[config.mk]
export PLATFORM = sky130hd
export DESIGN_NAME = cmd_dispatch
export DESIGN_NICKNAME = d
export VERILOG_FILES = /design/src/rtl/cmd_dispatch.sv
export SDC_FILE = /design/constraint.sdc
export NUM_CORES = 1
export LEC_CHECK = 0
export ABC_AREA = 1
export CAP_MARGIN = 10
export CORE_MARGIN = 5
export CORE_UTILIZATION = 40
export DETAILED_ROUTE_END_ITERATION = 12
export PLACE_DENSITY = 0.74
export SETUP_SLACK_MARGIN = 0.1
export SKIP_LAST_GASP = 1
export SLEW_MARGIN = 20
export SYNTH_ARGS = -nofsm -noshare
export SYNTH_HDL_FRONTEND = slang
export SYNTH_SLANG_ARGS = --single-unit
[constraint.sdc]
create_clock -name clk -period 2.3 [get_ports clk]
set_input_delay 0.345 -clock clk [delete_from_list [all_inputs] [get_ports clk]]
set_output_delay 0.345 -clock clk [all_outputs]
set_load 0.01 [all_outputs]
[src/rtl/cmd_dispatch.sv]
// Command dispatcher: strips leading command-ID tokens into a match path,
// forwards the remaining tokens as argument beats, then runs an executor handshake and reports a result.
module cmd_dispatch #(
  parameter int TOK_W     = 16,
  parameter int NUM_CMD   = 4,
  parameter int MAX_DEPTH = 2,
  parameter int MAX_ARGS  = 8,
  parameter int CODE_W    = 8,
  localparam int IDX_W    = $clog2(NUM_CMD + 1),
  localparam int DEP_W    = $clog2(MAX_DEPTH + 1)
) (
  input  logic                       clk,
  input  logic                       rst,
  input  logic                       s_valid,
  output logic                       s_ready,
  input  logic [TOK_W-1:0]           s_data,
  input  logic                       s_last,
  input  logic [NUM_CMD*TOK_W-1:0]   cmd_table,
  output logic                       m_valid,
  input  logic                       m_ready,
  output logic [TOK_W-1:0]           m_data,
  output logic                       m_last,
  output logic                       x_go,
  output logic                       x_term,
  input  logic                       exec_done,
  input  logic [CODE_W-1:0]          exec_code,
  output logic                       r_valid,
  input  logic                       r_ready,
  output logic [CODE_W-1:0]          r_code,
  output logic                       r_err,
  output logic [MAX_DEPTH*IDX_W-1:0] r_path,
  output logic [DEP_W-1:0]           r_depth
);

  // Handshakes: a transfer happens on a rising edge where valid and ready are both high;
  // a source holds valid and its payload stable until that edge.

  localparam int CNT_W = $clog2(MAX_ARGS + 1);
  localparam logic [DEP_W-1:0] MAX_DEP_L  = DEP_W'(MAX_DEPTH);
  localparam logic [CNT_W-1:0] MAX_ARGS_L = CNT_W'(MAX_ARGS);

  typedef enum logic [2:0] {
    ST_MATCH, ST_FWD, ST_DRAIN, ST_WAIT_EXEC, ST_RESULT
  } state_t;

  state_t                     state_q, state_d;
  logic                       m_valid_q, m_valid_d;
  logic [TOK_W-1:0]           m_data_q, m_data_d;
  logic                       m_last_q, m_last_d;
  logic                       x_go_q, x_go_d;
  logic                       x_term_q, x_term_d;
  logic [CNT_W-1:0]           count_q, count_d;
  logic [DEP_W-1:0]           depth_q, depth_d;
  logic [MAX_DEPTH*IDX_W-1:0] path_q, path_d;
  logic                       term_q, term_d;
  logic                       err_q, err_d;
  logic [CODE_W-1:0]          code_q, code_d;
  logic                       in_done_q, in_done_d;

  logic             hit;
  logic [IDX_W-1:0] hit_idx;
  logic             tok_flag, tok_term, s_acc;

  assign tok_flag = s_data[TOK_W-1];
  assign tok_term = s_data[TOK_W-2];
  assign s_acc    = s_valid && s_ready;

  // Lowest matching slot wins; flag tokens never match a command.
  always_comb begin
    hit     = 1'b0;
    hit_idx = '0;
    for (int k = 0; k < NUM_CMD; k++) begin
      if (!hit && !tok_flag && (s_data == cmd_table[k*TOK_W +: TOK_W])) begin
        hit     = 1'b1;
        hit_idx = IDX_W'(k + 1);
      end
    end
  end

  always_comb begin
    state_d   = state_q;
    m_valid_d = m_valid_q;
    m_data_d  = m_data_q;
    m_last_d  = m_last_q;
    count_d   = count_q;
    depth_d   = depth_q;
    path_d    = path_q;
    term_d    = term_q;
    err_d     = err_q;
    code_d    = code_q;
    in_done_d = in_done_q;
    x_go_d    = 1'b0;
    x_term_d  = 1'b0;
    s_ready   = 1'b0;

    if (m_valid_q && m_ready) m_valid_d = 1'b0;

    case (state_q)
      ST_MATCH: begin
        s_ready = !rst && (!m_valid_q || m_ready);
        if (s_acc) begin
          if (hit && (depth_q < MAX_DEP_L)) begin
            for (int l = 0; l < MAX_DEPTH; l++) begin
              if (DEP_W'(l) == depth_q) path_d[l*IDX_W +: IDX_W] = hit_idx;
            end
            depth_d = depth_q + 1'b1;
            if (s_last) begin
              x_go_d  = 1'b1;
              state_d = ST_WAIT_EXEC;
            end
          end else begin
            m_valid_d = 1'b1;
            m_data_d  = s_data;
            m_last_d  = s_last;
            count_d   = CNT_W'(1);
            term_d    = tok_flag && tok_term;
            in_done_d = s_last;
            state_d   = ST_FWD;
          end
        end
      end

      ST_FWD: begin
        s_ready = !rst && !in_done_q && (!m_valid_q || m_ready);
        if (s_acc) begin
          if (count_q == MAX_ARGS_L) begin
            err_d   = 1'b1;
            state_d = s_last ? ST_RESULT : ST_DRAIN;
          end else begin
            m_valid_d = 1'b1;
            m_data_d  = s_data;
            m_last_d  = s_last;
            count_d   = count_q + 1'b1;
            term_d    = term_q || (tok_flag && tok_term);
            in_done_d = s_last;
          end
        end
        // in_done_q is set whenever m_last_q is, so this never collides with a load.
        if (m_valid_q && m_ready && m_last_q) begin
          x_go_d  = 1'b1;
          state_d = ST_WAIT_EXEC;
        end
      end

      ST_DRAIN: begin
        s_ready = !rst;
        if (s_acc && s_last) state_d = ST_RESULT;
      end

      ST_WAIT_EXEC: begin
        if (exec_done) begin
          code_d  = exec_code;
          state_d = ST_RESULT;
        end
      end

      ST_RESULT: begin
        if (r_ready) begin
          path_d    = '0;
          depth_d   = '0;
          count_d   = '0;
          term_d    = 1'b0;
          err_d     = 1'b0;
          code_d    = '0;
          in_done_d = 1'b0;
          state_d   = ST_MATCH;
        end
      end

      default: state_d = ST_MATCH;
    endcase

    x_term_d = x_go_d && term_d;
  end

  always_ff @(posedge clk) begin
    if (rst) begin
      state_q   <= ST_MATCH;
      m_valid_q <= 1'b0;
      m_data_q  <= '0;
      m_last_q  <= 1'b0;
      x_go_q    <= 1'b0;
      x_term_q  <= 1'b0;
      count_q   <= '0;
      depth_q   <= '0;
      path_q    <= '0;
      term_q    <= 1'b0;
      err_q     <= 1'b0;
      code_q    <= '0;
      in_done_q <= 1'b0;
    end else begin
      state_q   <= state_d;
      m_valid_q <= m_valid_d;
      m_data_q  <= m_data_d;
      m_last_q  <= m_last_d;
      x_go_q    <= x_go_d;
      x_term_q  <= x_term_d;
      count_q   <= count_d;
      depth_q   <= depth_d;
      path_q    <= path_d;
      term_q    <= term_d;
      err_q     <= err_d;
      code_q    <= code_d;
      in_done_q <= in_done_d;
    end
  end

  assign m_valid = m_valid_q;
  assign m_data  = m_data_q;
  assign m_last  = m_last_q;
  assign x_go    = x_go_q;
  assign x_term  = x_term_q;
  assign r_valid = (state_q == ST_RESULT);
  assign r_err   = r_valid && err_q;
  assign r_code  = !r_valid ? '0 : (err_q ? CODE_W'(1) : code_q);
  assign r_path  = path_q;
  assign r_depth = depth_q;

endmodule

; ---- Word level (Yosys, flattened, before mapping)
; Cells that the tools add are included.
; Widths: inputs -> output; s select.
[word_totals]
reg_bits = 46
latchBits = 0
ram_bits = 0
mem_bits_ro = 0
out_inout_bits = 39
n_memories = 0
[classes]
add_sub_neg = 2
multipliers = 0
n_div = 0
order_cmp = 1
eq_ne = 24
shift = 0
muxes = 73
bitwise = 0
n_reduce_logical = 42
[ops]
columns = cell, n
row1 = $eq 16x16->1, 4
row2 = $mux 16, 4
row3 = $mux 3, 15
row4 = $mux 8, 4
row5 = $pmux 16 s2, 1
row6 = $mux 1, 26
row7 = $mux 4, 5
row8 = $ne 2x2->1 const B, 10
row9 = $logic_and 1x1->1, 18
row10 = $mux 6, 3
row11 = $pmux 8 s2, 1
row12 = $pmux 3 s5, 1
row13 = $reduce_and 5->1, 3
row14 = $pmux 4 s3, 1
row15 = $pmux 6 s2, 1
row16 = $ne 3x3->1 const B, 3
row17 = $pmux 1 s3, 3
row18 = $pmux 1 s2, 4
row19 = $reduce_and 4->1, 2
row20 = $reduce_bool 2->1, 4
row21 = $logic_not 1->1, 7
row22 = $reduce_and 7->1, 1
row23 = $eq 3x2->1 const B, 2
row24 = $mux 2, 3
row25 = 15 further kinds, 16

; ---- Logic depth before layout (Yosys ltp)
[logic_depth]
ltp_word = 20
mapped_depth = 16
mapped_depth_nobuf = 16

; ---- Worst setup path after synthesis
; Ideal clock, no wire load.
[synth_path]
kind = register to output
startpoint = register state_q[0]
endpoint = output port r_code[1]
t_arrival_ns = 1.579
required_time_ns = 1.955
slack_ns = 0.376
path_stages_with_launch = 8
cell_sequence = dfxtp_1 nor2_1 inv_1 nor2_2 inv_1 clkbuf_1 clkbuf_1 nor3_1
[synth_via]
elab_chain_len = 2
[synth_lines]
columns = element, line
row1 = from (decl), 46  ; state_t state_q, state_d;
row2 = from (signal assigned), 192  ; state_q <= state_d;
row3 = $eq 3x3->1, 213  ; assign r_valid = (state_q == ST_RESULT);
row4 = named net r_valid, 27  ; output logic r_valid,
row5 = $mux 8, 215  ; assign r_code = !r_valid ? '0 : (err_q ? CODE_W'(1) : code_q);
row6 = to (decl), 29  ; output logic [CODE_W-1:0] r_code,
; The timed path passes the listed nets, and every way through them passes these cells.

; ---- Worst setup path in the final report
[layout_path]
startpoint = input port cmd_table[0]
endpoint = register depth_q[1], in the netlist r_depth[1]
[layout_via]
elab_chain_len = 18
[layout_lines]
columns = element, line
row1 = from (decl), 18  ; input logic [NUM_CMD*TOK_W-1:0] cmd_table,
row2 = $eq 16x16->1 *, 73  ; if (!hit && !tok_flag && (s_data == cmd_table[k*TOK_W +: TOK_W])) begin
row3 = $logic_and 1x1->1 *, 73
row4 = $mux 1 *, 73
row5 = $logic_not 1->1, 73
row6 = $logic_and 1x1->1 (2 in a row), 73
row7 = $mux 1 *, 73
row8 = $logic_not 1->1, 73
row9 = $logic_and 1x1->1 (2 in a row), 73
row10 = $mux 1 *, 73
row11 = $logic_not 1->1, 73
row12 = $logic_and 1x1->1 (2 in a row), 73
row13 = $mux 1 *, 73
row14 = $logic_and 1x1->1 *, 102  ; if (hit && (depth_q < MAX_DEP_L)) begin
row15 = $ne 2x2->1 (no line) *, --
row16 = $reduce_and 4->1 (no line) *, --
row17 = to (signal assigned), 199  ; depth_q <= depth_d;
row18 = to (decl), 53  ; logic [DEP_W-1:0] depth_q, depth_d;
; Every way passes the cells marked *; elsewhere a longest branch is shown, timed or not.
; A chain may end at the register's enable or synchronous reset.

==> results.py <==
metrics = {
    "clock_network": {
        "postCtsHoldBufs": 0,
        "clk_latency_ns": 0.30,
        "numCtsBuffers": 5,
        "path_clk_slew_ns": 0.09,
        "htreeDepth": 2,
        "cts_num_sinks": 46,
        "clock_path_buffers": 2,
        "cts_root_buffer": "clkbuf_8",
        "cts_tree": "built",
    },
    "setup_path": {
        "critPathMaxFanout": 7,
        "reg2reg_depth": 13,
        "required_ns": 2.49,
        "arrival_ns": 2.34,
        "crit_start": "cmd_table[0]",
        "endpoint": "r_depth[1]",
        "timing_worst_setup_path_type": "in -> reg",
        "r2r-start": "state_q[1]",
        "r2r-end": "code_q[7]",
        "worst-r2r-setup-slack_ns": 0.20,
        "start_kind": "primary input",
        "endpoint_kind": "register",
    },
    "outcome": {
        "outcome": "finished, final reports clean",
    },
    "floorplanning": {
        "coreArea_sq_um": 8680,
        "start_util_pct": 41.0,
        "rows": 34,
        "die-height_um": 104,
        "die_area_sq_um": 10900,
        "die_w_um": 104,
        "ios": 134,
    },
    "layout": {
        "drive_above_1_share_pct": 16.9,
        "final_cell_area_sq_um": 5690,
        "syn_to_final_growth_pct": 60.0,
        "diodes": 0,
        "nets": 910,
    },
    "global_route": {
        "antenna_found_initial": 0,
        "grt_start_max_net_pins": 32,
        "overflow": 0,
        "grt_pass1_vias": 4349,
        "grt_pass1_wl_um": 22200,
        "track_usage_pct": 24.8,
    },
    "routing": {
        "vias_per_cell": 4.93,
        "dr.pass1.iters": 5,
        "drc": 0,
        "routed_wl_um": 13900,
        "vias": 4531,
        "drt_iter0_drc": 268,
        "wire_per_inst_um": 15.1,
        "postRouteAntennaNets": 0,
    },
    "sta": {
        "tightest_slew_ns": 0.410,
        "max_freq_ghz": 0.466,
        "setup_viol": 0,
        "period_share_pct": 93.4,
        "min_period_ns": 2.15,
        "max_slew_margin_pct": 72.7,
        "rsz0062_at_grt": "true",
        "maxSlewViolCount": 0,
        "hold_ws_ns": 0.464,
        "hold_viol_final": 0,
        "skew_ns": 0.00806,
    },
    "synthesis": {
        "ys_ff_latch": 46,
        "synth_top_area_share_pct": 25.9,
        "synth.cell_area_sq_um": 3560,
        "syn_avg_cell_area_sq_um": 5.83,
        "synth_fp_nets": 710,
        "yosys-top-cells-area": "dfxtp_1, nand2_1, inv_1, nor2_1, nand4_1",
        "synth_edf_count": 0,
        "synthFlopType": "dfxtp_1",
        "netlist_top_cells_count": "nand2_1, inv_1, nor2_1",
        "yosysSeqAreaShare_pct": 25.9,
        "ys_types": 36,
        "async_flop_share_pct": 0,
        "post-synth-top-area-cell": "dfxtp_1",
        "synth_most_common_cell": "nand2_1",
        "ys_warn_count": 0,
        "synthCells": 611,
    },
    "power_and_ir_drop": {
        "peakVddDrop_mv": 0.622,
        "leakagePower_nw": 2.85,
        "powerDensity_nw_per_um2": 775,
    },
    "placed_design": {
        "routabilityCongestion": 0.935,
        "io_buffers": 133,
        "dp_hpwl_um": 11000,
        "placed_area_sq_um": 5410,
    },
    "run": {
        "maxCapViolations": 0,
    },
    "min_path": {
        "min_path_type": "reg -> reg",
    },
}
## cell type report
type	count	area, sq um
fill	826	2980
tap	108	135
timing repair buffer	208	1900
multi-input combinational	447	2240
clock inverter	1	30.0
inverter	103	390
sequential	46	921
clock buffer	7	76.3
## sequential cells by signal, indices dropped and copies added (netlist names)
| register | cells |
|---|---|
| state_q | 3 |
| r_depth | 2 |
| err_q | 1 |
| m_valid | 1 |
| r_path | 6 |
| x_go | 1 |
| code_q | 8 |
| m_last | 1 |
| m_data | 16 |
| in_done_q | 1 |
| count_q | 4 |
| term_q | 1 |
| x_term | 1 |
## metal layers
| metal | routed length, um | GRT usage [%] | vias up |
|---|---|---|---|
| met3 | 589 | 3.35 | 31 |
| met4 | 426 | 8.14 | 0 |
| met1 | 6080 | 31.6 | 2048 |
| met5 | 0 | 0 | - |
| li1 | - | - | 2320 |
| met2 | 6790 | 42.7 | 132 |
## worst min path at each step
| stage | startpoint | to | slack (ns) | cells after the start |
|---|---|---|---|---|
| 2_1_floorplan | rst | code_q[0] | 0.42 | 1 |
| 4_1_cts | m_data[8] | m_data[8] | 0.47 | 2 |
| 6_report | m_data[8] | m_data[8] | 0.46 | 2 |
| 3_3_place_gp | code_q[4] | code_q[4] | 0.45 | 2 |
| 3_5_place_dp | code_q[0] | code_q[0] | 0.45 | 2 |
| 5_1_grt | m_data[3] | m_data[3] | 0.50 | 2 |
## cells in the final DEF, fill, tap and decap left out, types with 13 or more instances in the layout
cell	Yosys	layout
dfxtp_1	46	46
inv_1	85	83
inv_2	18	19
dlymetal6s2s_1	0	13
dlygate4sd2_1	0	17
clkdlybuf4s50_1	0	102
o21ai_0	32	31
nor2_1	76	71
a21oi_1	36	36
buf_4	6	70
nand2_1	194	189
nand4_1	31	31
## kinds of logic after synthesis
logic type / share of synthesized area [%]
flip-flops: 25.9
AND/OR/NAND/NOR: 43.6
XOR/XNOR: 3.69
buffers and inverters: 13.4
adder cells (fa/ha/maj): 1.41
AO/OA/AOI/OAI: 12.0
## through the flow
| step | setup WS, ns | setup TNS, ns | instances | power [W] | utilization, % |
|---|---|---|---|---|---|
| after floorplan | 0.376 | 0 | 611 | 0.00266 | - |
| after global placement | -0.311 | -8.49 | 898 | 0.00357 | 62.3 |
| after detailed placement | -0.363 | -9.28 | 898 | 0.00361 | 62.3 |
| after CTS | 0.0113 | 0 | 914 | 0.00432 | 64.2 |
| after global routing | 0.00201 | 0 | 920 | 0.00476 | 65.6 |
| final | 0.153 | 0 | 920 | 0.00441 | 65.6 |
## report_power, final
group / internal [W] / switching (W)
sequential: 0.00101 / 0.000119
clock: 0.000326 / 0.000278
combinational: 0.00116 / 0.00152
total: 0.00250 / 0.00192
## repair_timing
action                                  in CTS  in global routing
hold endpoints to repair                     0                  0
endpoints found under the setup margin      39                 54
pin swaps                                    1                 14
setup buffers                                6                  6
gates resized for setup                     23                 32
gates cloned                                 2                  0
## critical path, stage by stage
cell	delay [ns]
clkdlybuf4s50_1	0.53
inv_1	0.05
nand2_1	0.05
nand2_1	0.05
nor2_1	0.09
nand2_1	0.08
nor2_2	0.13
buf_4	0.13
nand3_2	0.09
nand4_4	0.12
nand3_4	0.16
nand2_4	0.15
nand2_1	0.09
o21ai_0	0.20
nor2_1	0.07
No activity file was read; power rests on OpenSTA's default activity.
==> RTL change: new RTL, same settings <==
`MAX_DEPTH`: 2 -> 8.
--- a/src/rtl/cmd_dispatch.sv
+++ b/src/rtl/cmd_dispatch.sv
@@ -4,5 +4,5 @@
   parameter int TOK_W     = 16,
   parameter int NUM_CMD   = 4,
-  parameter int MAX_DEPTH = 2,
+  parameter int MAX_DEPTH = 8,
   parameter int MAX_ARGS  = 8,
   parameter int CODE_W    = 8,
Interface: changed (resized r_depth and r_path); port bits go from 134 to 154. No check against the original RTL was run, so the function may have changed too.
==> RTL change against the unedited design <==
- setup slack gained 0.0088 ns
- wire length increased by 2.2%
- clock power is 120% higher
- sequential power increased by 43%
- sequential cell count grew 20
- area after synthesis rose by 25%
- total power is 26% higher
- final area is 19% higher
- maximum frequency rose by 0.41%
- highest routed layer unchanged
==> RTL change: results (changes against the unedited design) <==
| Metric | Value |
|---|---|
| Non-Clock Inverter Count | `134 (+30%)` |
| Netlist cell types | `39 (+8.3%)` |
| Area taken by multi-input logic gates | `2600 um^2 (+16%)` |
| Met3 Use GR | `0.0589 (+0.0254)` |
| Cell Area, Placed | `6350 um^2 (+17%)` |
| Met1 Resource Use GR | `0.261 (-0.0554)` |
| Largest register FFs | `24 (+8)` |
| Initial DRC Count | `278 (+3.7%)` |
| All-Layer GR Usage | `0.209 (-0.0391)` |
| Largest net degree at the start of global routing | `40 (+25%)` |
| Wire per inst | `13.5 um (-11%)` |
| First-pass GRT wire length | `22.3 mm (+0.16%)` |
| Area of the core | `10800 um^2 (+25%)` |
| Share of layout cells above drive strength 1 | `0.150 (-0.0187)` |
| Routed wl met3 | `1.20 mm (+100%)` |
| Post-synthesis adder-cell area fraction | `0.0169 (+0.00284)` |
| Xor/xnor share of the synthesized area | `0.0256 (-0.0113)` |
| GR Util met2 | `0.349 (-0.0780)` |
| Comb pwr | `2.62 mW (-2%)` |
| Synth cell count leaders | `nand2_1, inv_1, nor2_1, dfxtp_1, a21oi_1` |
| Cell family with most CP delay | `buffers and inverters` |
| IO buf count | `153 (+15%)` |
| Switching power | `2.14 mW (+12%)` |
| Main area contributors after synthesis | `dfxtp_1, nand2_1, inv_1` |
| Compound-Gate Fraction of Synth Area | `0.145 (+0.0249)` |
| Number of multi-input combinational cells | `500 (+12%)` |
| Fillers | `974 (+18%)` |
| Non-clk bufs | `197 (-5.3%)` |
| Routed vias/inst | `4.78 (-3.0%)` |
| Run status | `finished clean` |
| Cells after Synth | `716 (+17%)` |
| Num CTS Buffers | `9 (+4)` |
| Gp weighted congestion | `0.936 (+0.14%)` |
| Final cycle utilization of the critical path | `0.930 (-0.00383)` |
| Syn Nets | `817 (+15%)` |
| Finished Cell Area | `6800 um^2 (+19%)` |
| Worst-Margin Slew | `0.437 ns (+0.0277 ns)` |
| DP Worst Slack | `-0.287 ns (+0.0752 ns)` |
| Switching Share | `0.384 (-0.0504)` |
| H-tree level count | `3 (+1)` |
| Clock power share | `0.240 (+0.103)` |
| Clk_buf instances | `10 (+3)` |
| CP Data Arrival Time | `1.79 ns (-0.55 ns)` |
| Clock Skews | `0.0106 ns (+0.00253 ns)` |
| Clock Latency Late Sink | `0.35 ns (+0.05 ns)` |
| Clk sinks | `66 (+43%)` |
| Dpl hpwl | `11.2 mm (+1.3%)` |
| Layout clock area frac | `0.0405 (+0.0218)` |
| Met1 WL | `6.01 mm (-1.2%)` |
| Vias in the first global route | `4780 (+9.9%)` |
| R2R setup slack | `0.35 ns (+0.15 ns)` |
| Post-Place Cells | `1032 (+15%)` |
| Non-clock buffer share | `0.282 (-0.0521)` |
| Peak supply drop | `0.437 mV (-30%)` |
RTL change: cell count changes in the layout (fill, tap and decap cells not counted), sizes merged, moves of 17 or more:
cell | before | now
a21oi | 36 | 54
inv | 102 | 132
dfxtp | 46 | 66
clkdlybuf4s50 | 102 | 126
buf | 74 | 44
o21ai | 32 | 49
RTL change: final timing paths:
path,start,endpoint,cells after the start
setup / recovery,state_q[0],r_valid,5
setup reg to reg,state_q[0],r_depth[2],12
hold reg to reg,m_data[9],m_data[9],2
hold / removal,m_data[9],m_data[9],2
RTL change: cells by family (layout without fill, tap and decap cells):
group / after synthesis / after routing
XOR/XNOR: 13 / 13
AND/OR/NAND/NOR: 365 / 367
flip-flops: 66 / 66
adder cells (fa/ha/maj): 6 / 6
AO/OA/AOI/OAI: 114 / 114
buffers and inverters: 152 / 347
RTL change: repair_timing:
item | 4_1_cts | 5_1_grt
buffers inserted | 1 | 2
gates cloned | 0 | 2
pin swaps | 1 | 4
gates resized for setup | 13 | 34
endpoints found under the setup margin | 23 | 59
